File: src/rtl/pipe_controller_pkg.sv
// Shared CPU control types and encodings (package lib_cpu) for the
// pipeline controller and its decoder.
package lib_cpu;

    typedef logic [5:0] OPECODE;
    typedef logic [5:0] FUNCT;
    typedef logic [1:0] FWD_SEL;

    localparam OPECODE OP_RTYPE = 6'b000000;
    localparam OPECODE OP_LW    = 6'b100011;
    localparam OPECODE OP_SW    = 6'b101011;
    localparam OPECODE OP_BEQ   = 6'b000100;
    localparam OPECODE OP_ADDI  = 6'b001000;
    localparam OPECODE OP_J     = 6'b000010;

    localparam FUNCT FN_ADD = 6'b100000;
    localparam FUNCT FN_SUB = 6'b100010;
    localparam FUNCT FN_AND = 6'b100100;
    localparam FUNCT FN_OR  = 6'b100101;
    localparam FUNCT FN_SLT = 6'b101010;

    typedef enum logic [1:0] {
        ALU_OP_ADD   = 2'b00,
        ALU_OP_SUB   = 2'b01,
        ALU_OP_FUNCT = 2'b10
    } alu_op_t;

    localparam logic [2:0] ALU_ADD = 3'b010;
    localparam logic [2:0] ALU_SUB = 3'b110;
    localparam logic [2:0] ALU_AND = 3'b000;
    localparam logic [2:0] ALU_OR  = 3'b001;
    localparam logic [2:0] ALU_SLT = 3'b111;

    localparam FWD_SEL FWD_REG = 2'b00;
    localparam FWD_SEL FWD_W   = 2'b01;
    localparam FWD_SEL FWD_M   = 2'b10;

    typedef struct packed {
        logic reg_write;
        logic mem_to_reg;
        logic mem_write;
        logic branch;
        logic alu_src;
        logic reg_dst;
        logic jump;
    } ctrl_t;

    // Unknown funct codes fall back to add so stray R-types stay harmless.
    function automatic logic [2:0] alu_decode(alu_op_t alu_op, FUNCT funct);
        logic [2:0] r;
        r = ALU_ADD;
        case (alu_op)
            ALU_OP_SUB: r = ALU_SUB;
            ALU_OP_FUNCT: begin
                case (funct)
                    FN_ADD:  r = ALU_ADD;
                    FN_SUB:  r = ALU_SUB;
                    FN_AND:  r = ALU_AND;
                    FN_OR:   r = ALU_OR;
                    FN_SLT:  r = ALU_SLT;
                    default: r = ALU_ADD;
                endcase
            end
            default: r = ALU_ADD;
        endcase
        return r;
    endfunction

endpackage

File: src/rtl/pipe_controller_if.sv
// Decode-stage inputs and per-stage control outputs of the pipeline controller.
// master = datapath side, slave = controller side.
interface pipe_ctrl_if #(
    parameter int REG_ADDR_W = 5,
    parameter int ALU_CTRL_W = 3
);
    lib_cpu::OPECODE        op_d;
    lib_cpu::FUNCT          funct_d;
    logic [REG_ADDR_W-1:0]  rs_d;
    logic [REG_ADDR_W-1:0]  rt_d;
    logic [REG_ADDR_W-1:0]  rd_d;
    logic                   zero_e;

    logic                   stall_f;
    logic                   stall_d;
    logic                   flush_d;
    logic                   jmp_d;
    logic                   pc_src_e;
    logic                   alu_src_e;
    logic                   reg_dst_e;
    logic [ALU_CTRL_W-1:0]  alu_ctrl_e;
    lib_cpu::FWD_SEL        fwd_a_e;
    lib_cpu::FWD_SEL        fwd_b_e;
    logic                   write_enab_m;
    logic                   reg_write_w;
    logic                   mem_to_reg_w;
    logic [REG_ADDR_W-1:0]  write_reg_w;

    modport master (
        output op_d, funct_d, rs_d, rt_d, rd_d, zero_e,
        input  stall_f, stall_d, flush_d, jmp_d, pc_src_e, alu_src_e, reg_dst_e,
               alu_ctrl_e, fwd_a_e, fwd_b_e, write_enab_m, reg_write_w,
               mem_to_reg_w, write_reg_w
    );

    modport slave (
        input  op_d, funct_d, rs_d, rt_d, rd_d, zero_e,
        output stall_f, stall_d, flush_d, jmp_d, pc_src_e, alu_src_e, reg_dst_e,
               alu_ctrl_e, fwd_a_e, fwd_b_e, write_enab_m, reg_write_w,
               mem_to_reg_w, write_reg_w
    );
endinterface

File: src/rtl/pipe_controller_decoder.sv
// Combinational D-stage decoder (pipe_decoder): opcode/funct to control bundle.
// Unrecognised opcodes give an all-zero bundle, ALU control included.
module pipe_decoder
    import lib_cpu::*;
#(
    parameter int ALU_CTRL_W = 3
) (
    input  OPECODE                op,
    input  FUNCT                  funct,
    output ctrl_t                 ctrl,
    output logic [ALU_CTRL_W-1:0] alu_ctrl
);

    alu_op_t alu_op;
    logic    known;

    always_comb begin
        ctrl   = '0;
        alu_op = ALU_OP_ADD;
        known  = 1'b1;
        case (op)
            OP_RTYPE: begin
                ctrl.reg_write = 1'b1;
                ctrl.reg_dst   = 1'b1;
                alu_op         = ALU_OP_FUNCT;
            end
            OP_LW: begin
                ctrl.reg_write  = 1'b1;
                ctrl.mem_to_reg = 1'b1;
                ctrl.alu_src    = 1'b1;
            end
            OP_SW: begin
                ctrl.mem_write = 1'b1;
                ctrl.alu_src   = 1'b1;
            end
            OP_BEQ: begin
                ctrl.branch = 1'b1;
                alu_op      = ALU_OP_SUB;
            end
            OP_ADDI: begin
                ctrl.reg_write = 1'b1;
                ctrl.alu_src   = 1'b1;
            end
            OP_J:    ctrl.jump = 1'b1;
            default: known = 1'b0;
        endcase
        alu_ctrl = known ? ALU_CTRL_W'(alu_decode(alu_op, funct)) : '0;
    end

endmodule

File: src/rtl/pipe_controller.sv
// Pipeline controller: D->E->M->W control registers, hazard stall/flush and
// operand forwarding. Define PIPE_CTRL_FORWARD_EN for forwarding; without it,
// any E/M dependency stalls and forwarding stays at the register file.
module pipe_controller
    import lib_cpu::*;
#(
    parameter int REG_ADDR_W = 5,
    parameter int ALU_CTRL_W = 3
) (
    input  logic      clk,
    input  logic      reset,
    pipe_ctrl_if.slave bus
);

    typedef struct packed {
        logic                  reg_write;
        logic                  mem_to_reg;
        logic                  mem_write;
        logic                  branch;
        logic                  alu_src;
        logic                  reg_dst;
        logic [ALU_CTRL_W-1:0] alu_ctrl;
        logic [REG_ADDR_W-1:0] rt;
        logic [REG_ADDR_W-1:0] rd;
    } e_reg_t;

    typedef struct packed {
        logic                  reg_write;
        logic                  mem_to_reg;
        logic                  mem_write;
        logic [REG_ADDR_W-1:0] write_reg;
    } m_reg_t;

    typedef struct packed {
        logic                  reg_write;
        logic                  mem_to_reg;
        logic [REG_ADDR_W-1:0] write_reg;
    } w_reg_t;

    ctrl_t                 ctrl_d;
    logic [ALU_CTRL_W-1:0] alu_ctrl_d;
    e_reg_t                e_q, e_d;
    m_reg_t                m_q;
    w_reg_t                w_q;
    logic [REG_ADDR_W-1:0] write_reg_e;
    logic                  pc_src, hazard, stall, bubble_e;

    function automatic logic dep(logic [REG_ADDR_W-1:0] src, logic we,
                                 logic [REG_ADDR_W-1:0] dst);
        return we && (src != '0) && (src == dst);
    endfunction

    pipe_decoder #(.ALU_CTRL_W(ALU_CTRL_W)) u_decoder (
        .op       (bus.op_d),
        .funct    (bus.funct_d),
        .ctrl     (ctrl_d),
        .alu_ctrl (alu_ctrl_d)
    );

    assign write_reg_e = e_q.reg_dst ? e_q.rd : e_q.rt;
    assign pc_src      = e_q.branch & bus.zero_e;
    // A taken branch kills both the stalled instruction and any jump in D.
    assign stall       = hazard & ~pc_src;
    assign bubble_e    = stall | pc_src;

`ifdef PIPE_CTRL_FORWARD_EN
    logic [REG_ADDR_W-1:0] rs_e;

    always_ff @(posedge clk or posedge reset) begin
        if (reset)         rs_e <= '0;
        else if (bubble_e) rs_e <= '0;
        else               rs_e <= bus.rs_d;
    end

    assign hazard = e_q.mem_to_reg & (dep(bus.rs_d, e_q.reg_write, e_q.rt) |
                                      dep(bus.rt_d, e_q.reg_write, e_q.rt));
    assign bus.fwd_a_e = dep(rs_e, m_q.reg_write, m_q.write_reg) ? FWD_M :
                         dep(rs_e, w_q.reg_write, w_q.write_reg) ? FWD_W : FWD_REG;
    assign bus.fwd_b_e = dep(e_q.rt, m_q.reg_write, m_q.write_reg) ? FWD_M :
                         dep(e_q.rt, w_q.reg_write, w_q.write_reg) ? FWD_W : FWD_REG;
`else
    assign hazard = dep(bus.rs_d, e_q.reg_write, write_reg_e) |
                    dep(bus.rt_d, e_q.reg_write, write_reg_e) |
                    dep(bus.rs_d, m_q.reg_write, m_q.write_reg) |
                    dep(bus.rt_d, m_q.reg_write, m_q.write_reg);
    assign bus.fwd_a_e = FWD_REG;
    assign bus.fwd_b_e = FWD_REG;
`endif

    always_comb begin
        e_d = '0;
        if (!bubble_e) begin
            e_d.reg_write  = ctrl_d.reg_write;
            e_d.mem_to_reg = ctrl_d.mem_to_reg;
            e_d.mem_write  = ctrl_d.mem_write;
            e_d.branch     = ctrl_d.branch;
            e_d.alu_src    = ctrl_d.alu_src;
            e_d.reg_dst    = ctrl_d.reg_dst;
            e_d.alu_ctrl   = alu_ctrl_d;
            e_d.rt         = bus.rt_d;
            e_d.rd         = bus.rd_d;
        end
    end

    always_ff @(posedge clk or posedge reset) begin
        if (reset) begin
            e_q <= '0;
            m_q <= '0;
            w_q <= '0;
        end else begin
            e_q <= e_d;
            m_q.reg_write  <= e_q.reg_write;
            m_q.mem_to_reg <= e_q.mem_to_reg;
            m_q.mem_write  <= e_q.mem_write;
            m_q.write_reg  <= write_reg_e;
            w_q.reg_write  <= m_q.reg_write;
            w_q.mem_to_reg <= m_q.mem_to_reg;
            w_q.write_reg  <= m_q.write_reg;
        end
    end

    // Decode is combinational, so the jump output is masked during reset.
    assign bus.jmp_d        = ctrl_d.jump & ~pc_src & ~reset;
    assign bus.flush_d      = pc_src | bus.jmp_d;
    assign bus.stall_f      = stall;
    assign bus.stall_d      = stall;
    assign bus.pc_src_e     = pc_src;
    assign bus.alu_src_e    = e_q.alu_src;
    assign bus.reg_dst_e    = e_q.reg_dst;
    assign bus.alu_ctrl_e   = e_q.alu_ctrl;
    assign bus.write_enab_m = m_q.mem_write;
    assign bus.reg_write_w  = w_q.reg_write;
    assign bus.mem_to_reg_w = w_q.mem_to_reg;
    assign bus.write_reg_w  = w_q.write_reg;

endmodule

File: src/flat_wrapper.sv
// flat-port wrapper written by rule: the top's interface ports become plain ports
module pipe_controller_flat import lib_cpu::*;
#(
    parameter int REG_ADDR_W = 5,
    parameter int ALU_CTRL_W = 3
)
  (clk, reset, bus_op_d, bus_funct_d, bus_rs_d, bus_rt_d, bus_rd_d, bus_zero_e, bus_stall_f, bus_stall_d, bus_flush_d, bus_jmp_d, bus_pc_src_e, bus_alu_src_e, bus_reg_dst_e, bus_alu_ctrl_e, bus_fwd_a_e, bus_fwd_b_e, bus_write_enab_m, bus_reg_write_w, bus_mem_to_reg_w, bus_write_reg_w);
  pipe_ctrl_if #(.REG_ADDR_W(REG_ADDR_W), .ALU_CTRL_W(ALU_CTRL_W)) bus_i ();
  input  logic clk;
  input  logic reset;
  input wire logic [$bits(bus_i.op_d)-1:0] bus_op_d;
  input wire logic [$bits(bus_i.funct_d)-1:0] bus_funct_d;
  input wire logic [$bits(bus_i.rs_d)-1:0] bus_rs_d;
  input wire logic [$bits(bus_i.rt_d)-1:0] bus_rt_d;
  input wire logic [$bits(bus_i.rd_d)-1:0] bus_rd_d;
  input wire logic [$bits(bus_i.zero_e)-1:0] bus_zero_e;
  output wire logic [$bits(bus_i.stall_f)-1:0] bus_stall_f;
  output wire logic [$bits(bus_i.stall_d)-1:0] bus_stall_d;
  output wire logic [$bits(bus_i.flush_d)-1:0] bus_flush_d;
  output wire logic [$bits(bus_i.jmp_d)-1:0] bus_jmp_d;
  output wire logic [$bits(bus_i.pc_src_e)-1:0] bus_pc_src_e;
  output wire logic [$bits(bus_i.alu_src_e)-1:0] bus_alu_src_e;
  output wire logic [$bits(bus_i.reg_dst_e)-1:0] bus_reg_dst_e;
  output wire logic [$bits(bus_i.alu_ctrl_e)-1:0] bus_alu_ctrl_e;
  output wire logic [$bits(bus_i.fwd_a_e)-1:0] bus_fwd_a_e;
  output wire logic [$bits(bus_i.fwd_b_e)-1:0] bus_fwd_b_e;
  output wire logic [$bits(bus_i.write_enab_m)-1:0] bus_write_enab_m;
  output wire logic [$bits(bus_i.reg_write_w)-1:0] bus_reg_write_w;
  output wire logic [$bits(bus_i.mem_to_reg_w)-1:0] bus_mem_to_reg_w;
  output wire logic [$bits(bus_i.write_reg_w)-1:0] bus_write_reg_w;
  assign bus_i.op_d = bus_op_d;
  assign bus_i.funct_d = bus_funct_d;
  assign bus_i.rs_d = bus_rs_d;
  assign bus_i.rt_d = bus_rt_d;
  assign bus_i.rd_d = bus_rd_d;
  assign bus_i.zero_e = bus_zero_e;
  assign bus_stall_f = bus_i.stall_f;
  assign bus_stall_d = bus_i.stall_d;
  assign bus_flush_d = bus_i.flush_d;
  assign bus_jmp_d = bus_i.jmp_d;
  assign bus_pc_src_e = bus_i.pc_src_e;
  assign bus_alu_src_e = bus_i.alu_src_e;
  assign bus_reg_dst_e = bus_i.reg_dst_e;
  assign bus_alu_ctrl_e = bus_i.alu_ctrl_e;
  assign bus_fwd_a_e = bus_i.fwd_a_e;
  assign bus_fwd_b_e = bus_i.fwd_b_e;
  assign bus_write_enab_m = bus_i.write_enab_m;
  assign bus_reg_write_w = bus_i.reg_write_w;
  assign bus_mem_to_reg_w = bus_i.mem_to_reg_w;
  assign bus_write_reg_w = bus_i.write_reg_w;
  pipe_controller #(.REG_ADDR_W(REG_ADDR_W), .ALU_CTRL_W(ALU_CTRL_W)) u_core (.clk(clk), .reset(reset), .bus(bus_i));
endmodule
File: config.mk
export PLATFORM = sky130hd
export DESIGN_NAME = pipe_controller_flat
export DESIGN_NICKNAME = d
export VERILOG_FILES = /design/src/rtl/pipe_controller_pkg.sv /design/src/rtl/pipe_controller_if.sv /design/src/rtl/pipe_controller_decoder.sv /design/src/rtl/pipe_controller.sv /design/src/flat_wrapper.sv
export SDC_FILE = /design/constraint.sdc
export NUM_CORES = 1
export LEC_CHECK = 0
export CORE_AREA = 2 2 62 64
export DETAILED_ROUTE_END_ITERATION = 7
export DIE_AREA = 0 0 64 66
export PLACE_DENSITY = 0.88
export SYNTH_ARGS = -nofsm -noshare
export SYNTH_HDL_FRONTEND = slang
export SYNTH_SLANG_ARGS = --single-unit
File: constraint.sdc
create_clock -name clk -period 7.6 [get_ports clk]
set_clock_uncertainty 0.05 [all_clocks]
set_input_delay 1.9 -clock clk [delete_from_list [all_inputs] [get_ports clk]]
set_output_delay 1.9 -clock clk [all_outputs]
set_load 0.02 [all_outputs]
Yosys cells after proc, flatten, opt, wreduce, memory -nomap -nowiden
Cells that the tools add are included.
Widths: inputs -> output; s select.
{"block": "classes", "eq_ne": 15, "muxes": 14, "bitwise": 11, "reduce_logical": 14}
{"cell": "$eq 6x6->1 const B", "count": 6}
{"cell": "$eq 5x5->1", "count": 4}
{"cell": "$mux 19", "count": 1}
{"cell": "$pmux 3 s4", "count": 1}
{"cell": "$reduce_bool 5->1", "count": 2}
{"cell": "$logic_and 1x1->1", "count": 8}
{"cell": "$mux 1", "count": 8}
{"cell": "$eq 6x2->1 const B", "count": 1}
{"cell": "$eq 6x3->1 const B", "count": 1}
{"cell": "$eq 6x4->1 const B", "count": 1}
{"cell": "$logic_not 6->1", "count": 1}
{"cell": "$pmux 3 s2", "count": 1}
{"cell": "$reduce_or 3->1", "count": 2}
{"cell": "$reduce_or 6->1", "count": 1}
{"cell": "$mux 5", "count": 1}
{"cell": "$or 1x1->1", "count": 5}
{"cell": "$and 1x1->1", "count": 4}
{"cell": "$pmux 2 s2", "count": 1}
{"cell": "$mux 3", "count": 1}
{"cell": "$eq 2x1->1 const B", "count": 1}
{"cell": "$eq 2x2->1 const B", "count": 1}
{"cell": "$not 1->1", "count": 2}
{"block": "totals", "register_bits": 34, "input_bits": 30, "out_inout_bits": 22, "wordCells": 70}

Logic depth before layout (Yosys ltp)
{"block": "logic_depth", "depth_word": 9, "depth_mapped": 9, "ltp_nobuf": 9}

By module
From an unflattened synthesis, not the netlist that was laid out.
{"block": "hier_totals", "hier_cells": 176, "hier_area_um2": 1830.5}
{"mod": "pipe_controller", "n_inst": 1, "cells_per_inst": 141, "area_each_um2": 1586.5, "seq_area_each_um2": 850.8}
{"mod": "pipe_decoder", "n_inst": 1, "cells_per_inst": 35, "area_each_um2": 244.0, "seq_area_each_um2": 0.0}

Worst setup path before layout
OpenSTA, ideal clock, no wires.
{"block": "synth_timing", "kind": "input-to-output", "from": "in bus_rs_d[0]", "to": "out bus_stall_f", "arrival_time_ns": 3.379, "required_ns": 5.650, "setup_slack_ns": 2.271, "stages": 6, "n_path_buf": 1, "cell_sequence": "or4_1 > o211ai_1 > o22a_1 > o21ai_0 > o21a_1 > buf_4"}
{"block": "synth_between", "elab_chain_cells": 7, "word_cells_on_any_way": 11, "cone_classes": "eq/ne: 2; bitwise: 4; reduce/logical: 5"}
{"item": "start, declared", "line": "flat_wrapper.sv:13", "text": "input wire logic [$bits(bus_i.rs_d)-1:0] bus_rs_d;"}
{"item": "$reduce_bool 5->1", "line": "pipe_controller.sv:50", "text": "return we && (src != '0) && (src == dst);"}
{"item": "$logic_and 1x1->1 (2 in a row)", "line": "pipe_controller.sv:50"}
{"item": "$or 1x1->1", "line": "pipe_controller.sv:82", "text": "assign hazard = dep(bus.rs_d, e_q.reg_write, write_reg_e) |"}
{"item": "$or 1x1->1 *", "line": "pipe_controller.sv:83", "text": "dep(bus.rt_d, e_q.reg_write, write_reg_e) |"}
{"item": "$or 1x1->1 *", "line": "pipe_controller.sv:84", "text": "dep(bus.rs_d, m_q.reg_write, m_q.write_reg) |"}
{"item": "$and 1x1->1 *", "line": "pipe_controller.sv:63", "text": "assign stall = hazard & ~pc_src;"}
{"item": "end, declared", "line": "flat_wrapper.sv:17", "text": "output wire logic [$bits(bus_i.stall_f)-1:0] bus_stall_f;"}
Every way passes the cells marked *; elsewhere a longest branch is shown, timed or not.

Final worst setup path
{"block": "layout_timing", "from": "in bus_rt_d[0]", "to": "out bus_stall_d"}
{"block": "layout_between", "elab_chain_cells": 7, "word_cells_on_any_way": 11, "cone_classes": "eq/ne: 2; bitwise: 4; reduce/logical: 5"}
{"item": "start, declared", "line": "flat_wrapper.sv:14", "text": "input wire logic [$bits(bus_i.rt_d)-1:0] bus_rt_d;"}
{"item": "$reduce_bool 5->1", "line": "pipe_controller.sv:50"}
{"item": "$logic_and 1x1->1 (2 in a row)", "line": "pipe_controller.sv:50"}
{"item": "$or 1x1->1", "line": "pipe_controller.sv:82"}
{"item": "$or 1x1->1", "line": "pipe_controller.sv:83"}
{"item": "$or 1x1->1 *", "line": "pipe_controller.sv:84"}
{"item": "$and 1x1->1 *", "line": "pipe_controller.sv:63"}
{"item": "end, declared", "line": "flat_wrapper.sv:18", "text": "output wire logic [$bits(bus_i.stall_d)-1:0] bus_stall_d;"}
Marks and branches as above.

==> out/qor.csv <==
stage,metric,value,unit
worst_setup_path,startpoint,bus_rt_d[0],
clocking,hold_buffers,0,
layout,fillers,279,
route,drtAntennaViolNets,0,
layout,stdcell_count,249,
logic_synthesis,synth_compound_area_share,6.46,%
placed_design,dp_slack,1.36,ns
sta,setup_tns,0,ns
layout,multiInputGateArea,706,µm²
logic_synthesis,synth_xor_xnor_area_share,10.5,%
sta,setup_viol,0,
global_routing,antenna_found_initial,0,
logic_synthesis,synth-edff-count,0,
die,rows,22,
global_routing,overflow,0,
route,top_layer,met4,
pwr,power_density,166,nW/µm²
route,vias_per_cell,5.06,
clocking,ctsHtreeMaxLevel,2,
clocking,path_clk_slew,0.09,ns
global_routing,grt_pass1_vias,1215,
route,wl_per_cell,12.8,µm
sta,period_needed,6.24,ns
logic_synthesis,synth_common_cells,"dfrtp_1 (34), xnor2_1 (15), nor3_1 (13)",
route,drt_iter0_markers,57,
sta,period_share,82.1,%
logic_synthesis,yosys.area.top_type_share,51.1,%
clocking,cts_tree,built,
worst_setup_path,r2r_start,u_core.bus.reg_dst_e$_DFF_PP0_,
placed_design,hpwlAfterDp,2.42,mm
layout,drive_gt1_share,6.97,%
worst_setup_path,required,5.65,ns
layout,register_area,851,µm²
logic_synthesis,synth_area_leaders,"dfrtp_1 (51%), xnor2_1 (7.9%), nor3b_1 (5.4%), buf_4 (4.1%), nor3_1 (3.9%)",
sta,finalHoldViolCount,0,
worst_setup_path,r2r_slack,5.29,ns
layout,nets,233,
placed_design,routabilityCongestion,0.856,
logic_synthesis,synth_simple_gate_area_share,18.8,%
logic_synthesis,postSynthAreaPerCell,10.9,µm²
pwr,ir_drop,0.0000734,V
sta,drv_slew,0,
worst_setup_path,worstReg2RegEnd,u_core.e_q[5]$_DFF_PP0_,
pwr,p_leak,0.946,nW
route,dr_total_vias,1260,
route,wl_met2,1.57,mm
worst_hold_path,min_path_type,register to register,
die,dieArea,4220,µm²
logic_synthesis,synthArstFlopShare,100,%
logic_synthesis,synth_top_area_cell,dfrtp_1,
die,initial_core_util,46.9,%
clocking,clock_path_buffers,2,
die,die_h,66,µm
worst_setup_path,worstPathArrival,4.29,ns
logic_synthesis,ys.flop_type,dfrtp_1,
worst_setup_path,critPathKind,input pin to primary output,
clocking,cts_sinks,34,
die,boundaryPins,52,
sta,worstMarginPinSlew,0.717,ns
route,drc,0,
logic_synthesis,yosysWarnings,0,
run,maxCapViolations,0,
sta,max_freq,160,MHz
logic_synthesis,synthMuxAreaShare,3.45,%
logic_synthesis,synth_top_family_by_area,simple AND/OR/NAND/NOR gates,
global_routing,grt_max_degree,36,
logic_synthesis,syn-cell-area,1670,µm²
status,outcome,"finished, final reports clean",
logic_synthesis,synth.distinct_cells,33,
layout,syn_to_final_growth,32.9,%
worst_setup_path,r2r_cells,6,
sta,whs,0.308,ns
clocking,clock_latency,0.33,ns
route,first_pass_iters,4,
worst_setup_path,path_max_fanout,4,
global_routing,track_usage,16.7,%
clocking,cts_root_buffer,clkbuf_4,
worst_setup_path,crit_path_start_kind,input pin,
sta,worst_slack,1.36,ns
clocking,cts_buffers,5,
sta,slew_headroom,52.1,%
logic_synthesis,seq_area_frac_synth,51.1,%
die,coreArea,3550,µm²
sta,rsz0062_at_grt,no,
clocking,cts_setup_buffers,0,
route,met1Wirelength,1.37,mm
route,route.met3.wl,190,µm
logic_synthesis,synth-adder-area-share,2.25,%
logic_synthesis,synth-seq-cells,34,
global_routing,grt_pass1_wl,5.32,mm
placed_design,dp_cells,241,
placed_design,port_buffers,47,
logic_synthesis,synth.most_common_cell,dfrtp_1,
route,routed_wl,3.19,mm
clocking,cts-resized-gates,0,
logic_synthesis,synth_cells,153,
worst_setup_path,worstSetupEndpoint,bus_stall_d,
layout,antenna_cells,0,
worst_setup_path,end_kind,primary output,
die,die_w,64,µm
[registers in the layout (all words and copies together) (netlist names)]
| register | count |
|---|---|
| u_core.bus.alu_ctrl_e | 3 |
| u_core.bus.reg_dst_e | 1 |
| u_core.bus.write_enab_m | 1 |
| u_core.bus.write_reg_w | 5 |
| u_core.bus.reg_write_w | 1 |
| u_core.m_q | 7 |
| u_core.bus.alu_src_e | 1 |
| u_core.bus.mem_to_reg_w | 1 |
| u_core.e_q | 14 |
[cells by family (layout without fill, tap and decap cells)]
| family | after synthesis | after routing |
|---|---|---|
| AO/OA/AOI/OAI | 15 | 15 |
| XOR/XNOR | 20 | 20 |
| adder cells (fa/ha/maj) | 3 | 3 |
| buffers and inverters | 21 | 66 |
| flip-flops | 34 | 34 |
| multiplexers | 5 | 5 |
| other | 1 | 4 |
| AND/OR/NAND/NOR | 54 | 54 |
[worst max-delay path: stages]
cell	delay [ns]
clkdlybuf4s50_1	0.50
or4_1	0.58
o211ai_1	0.18
o22a_1	0.18
o21ai_0	0.17
o21a_1	0.24
clkdlybuf4s50_1	0.54
[cell type report]
type | instances | area share, %
tap | 48 | 2.71
timing repair buffer | 49 | 21.9
clock buffer | 8 | 3.56
inverter | 9 | 1.53
sequential | 34 | 38.4
multi-input combinational | 101 | 31.9
[how the worst min path moves through the flow]
stage                        startpoint                           endpoint  slack (ns)  cells after the start
2_1_floorplan   u_core.m_q[6]$_DFF_PP0_  u_core.bus.mem_to_reg_w$_DFF_PP0_        0.28                      0
3_3_place_gp   u_core.e_q[16]$_DFF_PP0_  u_core.bus.write_enab_m$_DFF_PP0_        0.28                      0
3_5_place_dp   u_core.e_q[17]$_DFF_PP0_            u_core.m_q[6]$_DFF_PP0_        0.29                      0
4_1_cts        u_core.e_q[17]$_DFF_PP0_            u_core.m_q[6]$_DFF_PP0_        0.31                      0
5_1_grt        u_core.e_q[17]$_DFF_PP0_            u_core.m_q[6]$_DFF_PP0_        0.33                      0
6_report       u_core.e_q[17]$_DFF_PP0_            u_core.m_q[6]$_DFF_PP0_        0.31                      0
[report_power, final]
group          switching [mW]  total, mW  internal [mW]
registers             0.00386      0.192          0.188
clock network          0.0549      0.118         0.0632
logic                  0.0266     0.0567         0.0302
[routing by layer]
metal | track usage (%) | up-vias
met4 | 7.88 | 0
met1 | 20.0 | 602
met3 | 4.77 | 6
met5 | 0 | -
li1 | - | 609
met2 | 27.7 | 43
[per-stage QoR]
step / util, % / power [mW] / instance area (µm²)
6_report: 62.4 / 0.367 / 2210
5_1_grt: 62.4 / 0.387 / 2210
4_1_cts: 62.4 / 0.371 / 2210
3_5_place_dp: 60.1 / 0.253 / 2140
3_3_place_gp: 60.1 / 0.251 / 2140
2_1_floorplan: - / 0.225 / 1680
[layout by cell type (no fill, tap or decap), types with 2 or more instances in the layout]
cell type,Yosys,routed
xor2_1,5,5
clkbuf_4,0,5
xnor2_1,15,15
conb_1,1,4
o211ai_1,3,3
nor3_1,13,13
o21a_1,2,2
dfrtp_1,34,34
nand3_1,2,2
clkdlybuf4s50_1,0,47
inv_1,9,9
mux2i_2,2,2
nor2_1,5,5
mux2i_1,3,3
clkbuf_8,0,3
nand4_1,5,5
nor3b_1,12,12
ha_1,3,3
buf_4,9,2
or4_1,3,3
o21ai_0,4,4
nand2_1,9,9
Power figures use the tool's default switching activity.
